--- src/rtl/fft_pkg.sv ---
// Shared types and constants for the 8-point FFT core and the controllers that feed it.
// Frames are eight {real, imag} Q8.8 points, point 0 in the least significant word.
package fft_pkg;

    localparam int unsigned POINT_W  = 16;
    localparam int unsigned N_POINTS = 8;
    localparam int unsigned FRAME_W  = 2 * POINT_W * N_POINTS;

    typedef enum logic [2:0] {
        IDLE,
        LOAD,
        START,
        WAIT,
        RESULT
    } state_t;

    typedef logic [2*POINT_W-1:0] point_t;

    function automatic point_t pack_point(input logic [POINT_W-1:0] re,
                                          input logic [POINT_W-1:0] im);
        return {re, im};
    endfunction

    function automatic logic [POINT_W-1:0] point_re(input point_t p);
        return p[2*POINT_W-1:POINT_W];
    endfunction

    function automatic logic [POINT_W-1:0] point_im(input point_t p);
        return p[POINT_W-1:0];
    endfunction

    function automatic point_t get_point(input logic [FRAME_W-1:0] f,
                                         input int unsigned        k);
        return f[k*2*POINT_W +: 2*POINT_W];
    endfunction

endpackage

--- src/rtl/rr_arbiter.sv ---
// Combinational round-robin arbiter: searches from last+1 upward, wrapping,
// and returns the first active requester as one-hot and as an index.
module rr_arbiter #(
    parameter int unsigned N     = 4,
    parameter int unsigned IDX_W = (N > 1) ? $clog2(N) : 1
) (
    input  logic [N-1:0]     req,
    input  logic [IDX_W-1:0] last,
    output logic [N-1:0]     winner_oh,
    output logic [IDX_W-1:0] winner_idx,
    output logic             valid
);

    logic [IDX_W-1:0] cand;

    always_comb begin
        winner_oh  = '0;
        winner_idx = '0;
        valid      = 1'b0;
        cand       = '0;
        // i = N revisits last itself, so a lone requester can win back to back
        for (int unsigned i = 1; i <= N; i++) begin
            cand = IDX_W'((32'(last) + i) % N);
            if (!valid && req[cand]) begin
                valid           = 1'b1;
                winner_oh[cand] = 1'b1;
                winner_idx      = cand;
            end
        end
    end

endmodule

--- src/rtl/fft_scheduler.sv ---
// Shares one 8-point FFT core among NUM_REQ requesters: round-robin grant, frame
// load, start/ready handshake with timeout, and a tagged registered result.
module fft_scheduler
    import fft_pkg::*;
#(
    parameter  int unsigned NUM_REQ = 4,
    parameter  int unsigned TIMEOUT = 64,
    localparam int unsigned ID_W    = $clog2(NUM_REQ)
) (
    input  logic                       CLK,
    input  logic                       RST,
    input  logic [NUM_REQ-1:0]         req,
    input  logic [NUM_REQ*FRAME_W-1:0] req_frame,
    output logic [NUM_REQ-1:0]         gnt,
    output logic [FRAME_W-1:0]         fft_frame,
    output logic                       fft_write,
    output logic                       fft_start,
    input  logic                       fft_ready,
    input  logic [FRAME_W-1:0]         fft_result,
    output logic                       res_valid,
    output logic [ID_W-1:0]            res_id,
    output logic [FRAME_W-1:0]         res_frame,
    input  logic                       res_ack,
    output logic                       busy,
    output logic                       timeout_err,
    output logic [15:0]                frames_done
);

    localparam int unsigned       CNT_W    = $clog2(TIMEOUT);
    localparam logic [CNT_W-1:0]  CNT_LAST = CNT_W'(TIMEOUT - 1);

    state_t              state_q, state_d;
    logic [ID_W-1:0]     last_q;
    logic [ID_W-1:0]     cur_id_q;
    logic [NUM_REQ-1:0]  gnt_q;
    logic [FRAME_W-1:0]  fft_frame_q;
    logic [FRAME_W-1:0]  res_frame_q;
    logic [ID_W-1:0]     res_id_q;
    logic [CNT_W-1:0]    cnt_q, cnt_d;
    logic [15:0]         frames_done_q, frames_done_d;
    logic                timeout_err_q;

    logic [NUM_REQ-1:0]  arb_oh;
    logic [ID_W-1:0]     arb_idx;
    logic                arb_valid;
    logic                take_grant;
    logic                wait_done;
    logic                wait_expired;
    logic [FRAME_W-1:0]  frame_slot [NUM_REQ];

    for (genvar g = 0; g < NUM_REQ; g++) begin : g_slot
        assign frame_slot[g] = req_frame[g*FRAME_W +: FRAME_W];
    end

    rr_arbiter #(
        .N     (NUM_REQ),
        .IDX_W (ID_W)
    ) u_arb (
        .req        (req),
        .last       (last_q),
        .winner_oh  (arb_oh),
        .winner_idx (arb_idx),
        .valid      (arb_valid)
    );

    assign take_grant   = (state_q == IDLE) && arb_valid;
    assign wait_done    = (state_q == WAIT) && fft_ready;
    // ready in the final timeout cycle still counts as completion
    assign wait_expired = (state_q == WAIT) && !fft_ready && (cnt_q == CNT_LAST);

    always_ff @(posedge CLK or posedge RST) begin
        if (RST) begin
            state_q <= IDLE;
        end else begin
            state_q <= state_d;
        end
    end

    always_comb begin
        state_d = state_q;
        case (state_q)
            IDLE:    if (arb_valid) state_d = LOAD;
            LOAD:    state_d = START;
            START:   state_d = WAIT;
            WAIT: begin
                if (fft_ready) begin
                    state_d = RESULT;
                end else if (cnt_q == CNT_LAST) begin
                    state_d = IDLE;
                end
            end
            RESULT:  if (res_ack) state_d = IDLE;
            default: state_d = IDLE;
        endcase
    end

    always_comb begin
        gnt       = '0;
        fft_write = 1'b0;
        fft_start = 1'b0;
        res_valid = 1'b0;
        busy      = 1'b1;
        case (state_q)
            IDLE:  busy = 1'b0;
            LOAD: begin
                gnt       = gnt_q;
                fft_write = 1'b1;
            end
            START: begin
                fft_write = 1'b1;
                fft_start = 1'b1;
            end
            WAIT:    fft_start = 1'b1;
            RESULT:  res_valid = 1'b1;
            default: busy = 1'b0;
        endcase
    end

    always_comb begin
        cnt_d         = (state_q == WAIT) ? cnt_q + 1'b1 : '0;
        frames_done_d = wait_done ? frames_done_q + 16'd1 : frames_done_q;
    end

    always_ff @(posedge CLK or posedge RST) begin
        if (RST) begin
            last_q        <= ID_W'(NUM_REQ - 1);
            cur_id_q      <= '0;
            gnt_q         <= '0;
            fft_frame_q   <= '0;
            res_frame_q   <= '0;
            res_id_q      <= '0;
            cnt_q         <= '0;
            frames_done_q <= '0;
            timeout_err_q <= 1'b0;
        end else begin
            cnt_q         <= cnt_d;
            frames_done_q <= frames_done_d;
            timeout_err_q <= wait_expired;
            if (take_grant) begin
                fft_frame_q <= frame_slot[arb_idx];
                cur_id_q    <= arb_idx;
                last_q      <= arb_idx;
                gnt_q       <= arb_oh;
            end
            if (wait_done) begin
                res_frame_q <= fft_result;
                res_id_q    <= cur_id_q;
            end
        end
    end

    assign fft_frame   = fft_frame_q;
    assign res_frame   = res_frame_q;
    assign res_id      = res_id_q;
    assign frames_done = frames_done_q;
    assign timeout_err = timeout_err_q;

endmodule

--- config.mk ---
export PLATFORM = sky130hd
export DESIGN_NAME = fft_scheduler
export DESIGN_NICKNAME = d
export VERILOG_FILES = /design/src/rtl/fft_pkg.sv /design/src/rtl/rr_arbiter.sv /design/src/rtl/fft_scheduler.sv
export SDC_FILE = /design/constraint.sdc
export NUM_CORES = 2
export LEC_CHECK = 0
export CORE_AREA = 2 2 720 722
export DETAILED_ROUTE_END_ITERATION = 8
export DIE_AREA = 0 0 722 724
export GPL_ROUTABILITY_DRIVEN = 1
export GPL_TIMING_DRIVEN = 0
export MAX_ROUTING_LAYER = met4
export REMOVE_ABC_BUFFERS = 1
export SLEW_MARGIN = 20
export SYNTH_ARGS = -nofsm -noshare
export SYNTH_HDL_FRONTEND = slang
export SYNTH_HIERARCHICAL = 1
export SYNTH_SLANG_ARGS = --single-unit
--- constraint.sdc ---
create_clock -name CLK -period 41.9 [get_ports CLK]
set_input_delay 8.38 -clock CLK [delete_from_list [all_inputs] [get_ports CLK]]
set_output_delay 8.38 -clock CLK [all_outputs]
set_load 0.05 [all_outputs]
==> metrics.csv <==
stage,metric,value,unit
power,vdd_ir_drop_max,0.0662,mV
run,maxCapViolCount,0,
cts,clockRootBuffer,clkbuf_16,
synth,synth_cell_type_count,44,
drt,ant_nets,0,
grt,antenna_found_initial,493,
power,p_sw,2830,uW
floorplanning,start_util,5.35,%
grt,use_met1,16.5,%
drt,post_drt_wl_per_cell,38.4,um
grt,grt-busiest-layer,met2,
grt,met2_usage,28.6,%
synth,yosys.area.top_type,dfrtp_1,
floorplanning,die_y,724,um
critical_path,worstPathArrival,13130,ps
synth,synthTopCellsByArea,"dfrtp_1 50%, nand2_1 22%, mux4_2 21%, buf_2 2.3%, buf_6 1.2%",
timing,hold_violations,0,
cts,cts_tree,built,
cts,insertion_delay,870,ps
layout,nNetsFinal,5903,
min_path,hold_depth,2,
placement,gp_routability_congestion,1.10,
drt,wl,450000,um
cts,cts_buffer_depth,4,
grt,grtUsageTotal,17.1,%
timing,fin_skew,57.6,ps
drt,vias,32100,
grt,met3_usage,9.64,%
layout,most-common-layout-cells,"1771 x clkdlybuf4s50_1, 1581 x nand2_1, 546 x dfrtp_1",
synth,synthFlopType,dfrtp_1,
floorplanning,dieArea,0.523,mm^2
layout,layout_commonest_cell,clkdlybuf4s50_1,
placement,numPlacedInstances,11300,
power,pwr-share-comb,64.7,%
placement,post-dp-hpwl,409000,um
critical_path,critPathLaunchType,input pin,
cts,numCtsBuffers,99,
cts,clkTransAtPathRegs,60,ps
floorplanning,design.core.area,0.515,mm^2
power,clock_power_share,17.6,%
critical_path,required,42670,ps
timing,setup_violations,0,
power,pwr-share-seq,17.7,%
drt,drtPass1Iterations,5,
floorplanning,dieWidth,722,um
placement,port_buffers,1826,
grt,grt_overflow,0,
synth,synth-edff-count,0,
power,powerDensity,88.6,mW/mm^2
timing,rsz0062_at_grt,no,
critical_path,cp-end-kind,flop,
min_path,hold_class,flop to flop,
layout,final_cells,11700,
critical_path,critPathKind,input pin to flop,
cts,post_cts_resize_count,0,
critical_path,worst-r2r-cell-count,16,
drt,drc,0,
cts,postCtsSetupRepairBufs,0,
cts,h-tree-depth,3,
timing,slew_headroom,17.7,%
timing,fmax,80.9,MHz
grt,grt_pass1_wl,522000,um
layout,drive_above_1_share,13.6,%
cts,cts_hold_buffers,0,
floorplanning,ios,1827,
synth,synthCells,2716,
timing,fin_crit,12360,ps
critical_path,crit_fanout,12,
layout,area_delta_synth_final,115,%
grt,grt_max_degree,78,
drt,vias_per_cell,2.73,
status,run_status,finished clean,
synth,synth_area,0.0275,mm^2
power,p_leak,0.0231,uW
power,swShare,54.0,%
synth,synthArstFlopShare,100,%
cts,cts_sinks,548,
grt,grt_pass1_vias,31600,
synth,synth_top_cell_area_share,49.6,%
timing,slew_viol_final,0,
floorplanning,rows,264,
power,p_int,2410,uW
synth,ys_seq_area_share,49.8,%
synth,yosysWarnings,6,
timing,fin_setup_tns,0,ps
synth,synth_seq_cells,548,
drt,first_iter_violations,2479,
timing,worst-slew-pin-transition,1230,ps
timing,finalCritPeriodShare,29.5,%
synth,syn_avg_cell_area,10.1,um^2
stage by stage:
step	worst slack, ps	util, %	instance area, um^2	total power [uW]	hold WS (ps)
2_1_floorplan	-3520	-	26500	3340	438
3_3_place_gp	-32400	10.3	53200	5370	458
3_5_place_dp	28580	10.7	55100	4430	457
4_1_cts	29520	11.4	58500	5420	472
5_1_grt	29310	11.5	59100	5550	489
6_report	29540	11.5	59100	5240	469
critical path, cell delays in order:
cell and delay (ps):
clkdlybuf4s50_1 690, nor2_1 190, nand2_1 170, nand2b_1 120, nor3_2 600, buf_4 320
buf_4 220, buf_4 210, buf_4 190, buf_4 180, buf_4 190, buf_4 190
buf_4 190, buf_4 220, buf_6 170, buf_6 160, buf_4 210, buf_4 210
nand2_1 150, nand2_1 90
cell type report:
| cell class | count | area [um^2] |
|---|---|---|
| Fill cell | 59100 | 456000 |
| Timing Repair Buffer | 1975 | 20000 |
| Sequential cell | 548 | 13700 |
| Multi-Input combinational cell | 1970 | 12700 |
| Tap cell | 6783 | 8490 |
| Clock buffer | 125 | 2700 |
| Clock inverter | 55 | 744 |
| Antenna cell | 267 | 668 |
| Inverter | 11 | 48.8 |
cells in the mapped netlist, types with 9 or more instances:
cell type	count
ha_1	10
nor2_1	16
and3_1	10
buf_2	126
inv_1	11
dfrtp_1	546
buf_6	29
xnor2_1	15
mux4_2	258
nand2_1	1581
nand4_1	10
clkbuf_1	26
nand3_1	9
path summary, 6_finish.rpt:
check,startpoint,endpoint,slack [ps]
min in group asynchronous,RST,res_frame[221],7990
max in group asynchronous,RST,fft_frame[145],31600
worst min-delay path,gnt_q[1],gnt_q[1],470
worst min register to register,gnt_q[1],gnt_q[1],470
worst max-delay path,req[2],fft_frame[194],29540
worst max register to register,last_q[0],fft_frame[83],36600
power by group through the flow:
stage	Combinational (uW)	Sequential (uW)	Clock, uW
floorplan	1610	1730	0
global placement	4440	929	0
detailed placement	3500	930	0
CTS	3520	927	980
global route	3610	957	984
finish	3390	925	924
flip-flops by register name (all words and copies together) (netlist names):
register	cells
frames_done	16
last_q	2
state_q	3
fft_frame	256
cnt_q	6
gnt_q	4
cur_id_q	2
timeout_err	1
res_id	2
res_frame	256
routing by layer:
| layer | vias to the layer above | part of all wire, % |
|---|---|---|
| met2 | 2281 | 49 |
| met4 | 0 | 4.2 |
| li1 | 13200 | - |
| met5 | - | 0 |
| met1 | 15800 | 34 |
| met3 | 780 | 13 |
cells by family after synthesis:
family,count (synthesis),share of synthesized area [%]
AO/OA/AOI/OAI,31,0.845
XOR/XNOR,21,0.668
adder cells (fa/ha/maj),10,0.454
buffers and inverters,198,4.09
flip-flops,548,49.8
multiplexers,262,21.2
AND/OR/NAND/NOR,1646,22.9
Note: power is estimated with default switching activity, not from simulation.
